==> src/rtl/uart_tx_scheduler.sv <==
// Round-robin scheduler that shares one UART transmitter among N_REQ byte sources.
// Build option UART_TX_SCHED_PRIO_EN: requester 0 becomes fixed highest priority.
module uart_tx_scheduler #(
  parameter int N_REQ         = 4,
  parameter int START_TIMEOUT = 1024,
  parameter int PTR_W         = $clog2(N_REQ)
) (
  input  logic               clk,
  input  logic               rst,
  input  logic [N_REQ-1:0]   req,
  input  logic [8*N_REQ-1:0] req_data,
  input  logic [5*N_REQ-1:0] req_lcr,
  input  logic [2*N_REQ-1:0] req_baud,
  output logic [N_REQ-1:0]   ack,
  output logic [N_REQ-1:0]   err,
  output logic [N_REQ-1:0]   grant,
  output logic [7:0]         tx_data,
  output logic [4:0]         tx_lcr,
  output logic [1:0]         tx_baud_sel,
  output logic               tx_start,
  input  logic               tx_active,
  input  logic               tx_done,
  output logic               busy
);
  localparam int               TMR_W    = $clog2(START_TIMEOUT) + 1;
  localparam logic [TMR_W-1:0] TMR_LAST = TMR_W'(START_TIMEOUT - 1);
  localparam logic [TMR_W-1:0] TMR_MAX  = {TMR_W{1'b1}};
  localparam logic [N_REQ-1:0] ONE_HOT0 = {{(N_REQ-1){1'b0}}, 1'b1};

  typedef enum logic [2:0] {
    S_IDLE    = 3'd0,
    S_GRANT   = 3'd1,
    S_START   = 3'd2,
    S_BUSY    = 3'd3,
    S_RELEASE = 3'd4
  } state_t;

  state_t           state_r;
  logic [PTR_W-1:0] rr_ptr_r;
  logic [PTR_W-1:0] winner_r;
  logic [TMR_W-1:0] timer_r;
  logic             tx_done_q_r;
  logic [PTR_W-1:0] pick_s;
  logic [PTR_W-1:0] scan_s;
  logic             pick_valid_s;

  function automatic logic [PTR_W-1:0] next_idx(input logic [PTR_W-1:0] idx);
    if (idx == PTR_W'(N_REQ - 1)) begin
      return {PTR_W{1'b0}};
    end else begin
      return idx + PTR_W'(1);
    end
  endfunction

  // Winner search: first requester at or above rr_ptr_r, wrapping; requester 0 pre-empts in priority builds.
  always_comb begin
    pick_s = {PTR_W{1'b0}};
    scan_s = rr_ptr_r;
`ifdef UART_TX_SCHED_PRIO_EN
    pick_valid_s = req[0];
`else
    pick_valid_s = 1'b0;
`endif
    for (int k = 0; k < N_REQ; k++) begin
      if (!pick_valid_s && req[scan_s]) begin
        pick_s       = scan_s;
        pick_valid_s = 1'b1;
      end else begin
        scan_s = next_idx(scan_s);
      end
    end
  end

  // Frame sequencer: arbitration, transmitter handshake, start timeout and registered outputs.
  always_ff @(posedge clk or negedge rst) begin
    if (!rst) begin
      state_r     <= S_IDLE;
      rr_ptr_r    <= {PTR_W{1'b0}};
      winner_r    <= {PTR_W{1'b0}};
      timer_r     <= {TMR_W{1'b0}};
      tx_done_q_r <= 1'b0;
      ack         <= {N_REQ{1'b0}};
      err         <= {N_REQ{1'b0}};
      grant       <= {N_REQ{1'b0}};
      tx_data     <= 8'h00;
      tx_lcr      <= 5'h00;
      tx_baud_sel <= 2'b00;
      tx_start    <= 1'b0;
      busy        <= 1'b0;
    end else begin
      tx_done_q_r <= tx_done;
      tx_start    <= 1'b0;
      ack         <= {N_REQ{1'b0}};
      err         <= {N_REQ{1'b0}};
      case (state_r)
        S_IDLE: begin
          if (pick_valid_s) begin
            winner_r <= pick_s;
            grant    <= ONE_HOT0 << pick_s;
            busy     <= 1'b1;
            state_r  <= S_GRANT;
          end
        end
        S_GRANT: begin
          tx_data     <= req_data[8*winner_r +: 8];
          tx_lcr      <= req_lcr[5*winner_r +: 5];
          tx_baud_sel <= req_baud[2*winner_r +: 2];
          tx_start    <= 1'b1;
          timer_r     <= {TMR_W{1'b0}};
          state_r     <= S_START;
        end
        S_START: begin
          if (tx_active) begin
            state_r <= S_BUSY;
          end else if (timer_r == TMR_LAST) begin
            ack     <= grant;
            err     <= grant;
            state_r <= S_RELEASE;
          end else if (timer_r != TMR_MAX) begin
            timer_r <= timer_r + TMR_W'(1);
          end
        end
        S_BUSY: begin
          // tx_done_q_r already tracks tx_done during START, so a level held high on entry is not an edge.
          if (tx_done && !tx_done_q_r) begin
            ack     <= grant;
            state_r <= S_RELEASE;
          end
        end
        S_RELEASE: begin
`ifdef UART_TX_SCHED_PRIO_EN
          if (winner_r != {PTR_W{1'b0}}) begin
            rr_ptr_r <= next_idx(winner_r);
          end
`else
          rr_ptr_r <= next_idx(winner_r);
`endif
          grant   <= {N_REQ{1'b0}};
          busy    <= 1'b0;
          state_r <= S_IDLE;
        end
        default: begin
          grant   <= {N_REQ{1'b0}};
          busy    <= 1'b0;
          state_r <= S_IDLE;
        end
      endcase
    end
  end
endmodule

==> config.mk <==
export PLATFORM = sky130hd
export DESIGN_NAME = uart_tx_scheduler
export DESIGN_NICKNAME = d
export VERILOG_FILES = /design/src/rtl/uart_tx_scheduler.sv
export SDC_FILE = /design/constraint.sdc
export NUM_CORES = 1
export LEC_CHECK = 0
export CAP_MARGIN = 30
export CORE_MARGIN = 2
export CORE_UTILIZATION = 40
export CTS_CLUSTER_SIZE = 8
export DETAILED_ROUTE_END_ITERATION = 7
export MAX_ROUTING_LAYER = met4
export PLACE_DENSITY_LB_ADDON = 0.15
export RECOVER_POWER = 25
export SYNTH_ARGS = -nofsm -noshare
export SYNTH_HDL_FRONTEND = slang
export SYNTH_SLANG_ARGS = --single-unit
==> constraint.sdc <==
create_clock -name clk -period 6.4 [get_ports clk]
set_input_delay 0.96 -clock clk [delete_from_list [all_inputs] [get_ports clk]]
set_output_delay 0.96 -clock clk [all_outputs]
set_load 0.005 [all_outputs]
==> impl_metrics.ini <==
[drt]
wirelength_um = 7134
vias_per_cell = 5.584
drt-pass1-iter-count = 4
ant_nets = 0
initialDrtViolationCount = 148
dr_total_vias = 2602
wire_per_inst_um = 15.31
drc = 0

[place]
detailedPlace.worstSlack_ps = 2016
hpwl_um = 5466
gpl.final_weighted_congestion = 0.8997
portBuffers = 96

[critical_path]
crit_path_kind = input port to flip-flop
worstPathCellList = clkdlybuf4s50_1, mux2_2, a21oi_4, nor2_1, mux2i_1, a211oi_1, o311ai_1, o22ai_2, a21oi_1, mux2_4
slowest_delay_ps = 810
setup.worst_path.end_class = flip-flop
worstSetupStartpointType = input port
crit_slowest_cell = sky130_fd_sc_hd__clkdlybuf4s50_1
crit_arrival_ps = 4330
critical_path_required_ps = 6590
r2r_setup_slack_ps = 2920
critPathMaxFanout = 14

[cts]
tritoncts.num_buffers = 5
hold_buffers = 0
cts_tree = built
cts_resized = 0
cts_max_level = 2
tritoncts_num_sinks = 48
cts_max_path_buffers = 2
skew_pair_late_insertion_delay_ps = 300
cts.repair_timing.setup_buffer_count = 0
clk_pin_slew_ps = 80
clockRootBuffer = sky130_fd_sc_hd__clkbuf_8

[timing]
unrepaired_setup_endpoints_after_global_routing = false
report.final.slew_viol_count = 49
slew_at_the_pin_with_the_worst_max_slew_slack_ps = 2488
period_share = 0.6459
period_minus_slack_ps = 4134
relSlewSlack = -0.6585
fmax_mhz = 241.9
timing.clock.skew_ps = 10.30
layout_setup_ws_ps = 2266
hold_violations = 0
fin_setup_tns_ps = 0
setup_viol = 0

[logic_synthesis]
ys_async_sr_fraction = 1.000
syn_area_per_cell_um2 = 10.95
synth_area_um2 = 3034
synth_enable_flop_cells = 0
synthesized_instance_count = 277
synth_top_flop_cell = sky130_fd_sc_hd__dfrtp_1
postSynthRegisterBits = 48
number_of_library_cell_types_mapped_by_synthesis = 61
seq_area_frac_synth = 0.3959
mappedNetlistNets = 348
yosysWarnings = 0

[floorplan]
floorplan.rows = 31
die-area_um2 = 8298
floorplan.die.width_um = 91.10
start_util = 0.4161
die_height_um = 91.10
coreArea_um2 = 7292
ioPinCount = 97

[power]
vdd_drop_max_v = 0.0001647
power.static_leakage_nw = 1.674
power.density_nw_per_um2 = 407.1

[final_layout]
mostFrequentLayoutCells = sky130_fd_sc_hd__clkdlybuf4s50_1 (94), sky130_fd_sc_hd__dfrtp_1 (48), sky130_fd_sc_hd__nand2_1 (23)
final_layout_size_suffix_gt1_frac = 0.1717
syn2layout_area_growth_pct = 37.20
n_fill_cell = 641
insertedDiodeCount = 0
num-nets-final = 438
layout_commonest_cell = sky130_fd_sc_hd__clkdlybuf4s50_1

[grt]
antenna_found_initial = 0
grt_max_degree = 49
gr-usage-all-layers = 0.1842
gr-total-overflow = 0
first_global_vias = 2546
first_pass_grt_wire_length_um = 12040

[run_status]
result_of_the_run = finished with violations
failed_checks = capacitance limit, slew limit

[flow_run]
max_cap_viol_count = 1

[hold_path]
timing.hold.worst.class = flip-flop to flip-flop
==> synthesized netlist by cell type (all sizes together), types with 2 or more instances <==
library cell  instances  share of area
a211o                 3         0.0087
nor3                  7          0.012
nor3b                 2         0.0049
ha                    3          0.012
dfrtp                48           0.40
nor4                  4          0.013
or2                   2         0.0041
xor2                  7          0.020
a211oi                4          0.012
mux4                 15           0.11
nand2                23          0.028
a32o                  2         0.0066
a21o                  3         0.0074
o31ai                 3         0.0074
inv                  11          0.014
a21oi                10          0.020
nor2b                 4         0.0082
or3                   3         0.0078
a31oi                 2         0.0041
nand3                 7          0.012
mux2                 20          0.075
o22ai                 2         0.0082
a31o                  4          0.012
mux2i                 6          0.021
nor2                 15          0.019
o32ai                 4          0.012
o21ai                 9          0.015
clkbuf               11          0.014
buf                   5          0.010
and3                  4         0.0099
and2                  9          0.019
o221a                 2         0.0074
o221ai                2         0.0078
o21a                  6          0.015
==> worst paths after layout <==
kind                           startpoint              to  cells after the start
max                                req[2]     winner_r[0]                     10
min                        tx_baud_sel[0]  tx_baud_sel[0]                      1
max reg2reg                   rr_ptr_r[0]     winner_r[0]                      9
min reg2reg                tx_baud_sel[0]  tx_baud_sel[0]                      1
max in group asynchronous             rst     rr_ptr_r[0]                      2
min in group asynchronous             rst          ack[0]                      2
==> through the flow <==
stage	utilization	instances	total power [mW]	hold slack (ps)	area (um^2)
6_report	0.5709	466	1.695	508.5	4163
2_1_floorplan	-	277	1.195	487.5	3034
5_1_grt	0.5709	466	1.827	533.4	4163
3_5_place_dp	0.5607	459	1.527	495.1	4089
4_1_cts	0.5714	466	1.708	514.4	4167
3_3_place_gp	0.5570	458	1.498	490.1	4061
==> critical path, delay by kind of cell <==
family                 cells  cell delay, ps
buffers and inverters      1             810
muxes                      3            1020
and+or+nand+nor            1             490
AOI/OAI and AO/OA          5            1060
==> per-layer routing <==
layer	track usage	vias to the layer above	routed length [um]
li1	-	1229	-
met1	0.2429	1261	3197
met2	0.2901	102	3397
met3	0.04232	10	468
met4	0.04545	0	71
met5	-	-	0
==> power breakdown <==
part	total, mW	internal [mW]	leakage, nW	switching, mW
clock network	0.170	0.0744	0.0410	0.0960
registers	0.510	0.395	0.616	0.115
logic	1.01	0.550	1.02	0.464
total	1.69	1.02	1.67	0.675
==> area by class of cell <==
type                       instances  area, um^2  share of cell area
inverter                          11       41.29            0.009919
sequential                        48        1201              0.2885
timing repair buffer              99       994.7              0.2390
multi-input combinational        202        1724              0.4142
tap                               99       123.9             0.02976
clock buffer                       6       72.57             0.01743
clock inverter                     1       5.005            0.001202
==> kinds of logic after synthesis <==
family,Yosys count,synth area share
fa+ha+maj,3,0.01237
flops,48,0.3959
simple gates,82,0.1410
mux,41,0.2078
compound gates,68,0.1823
buf+inv,27,0.03753
xor+xnor,8,0.02309
==> flip-flops by register name (all words and copies together), names as in the netlist <==
signal / count
tx_baud_sel: 2
err: 4
rr_ptr_r: 2
tx_data: 8
busy: 1
winner_r: 2
tx_done_q_r: 1
timer_r: 11
grant: 4
state_r: 3
tx_start: 1
ack: 4
tx_lcr: 5
Power figures use the tool's default switching activity.
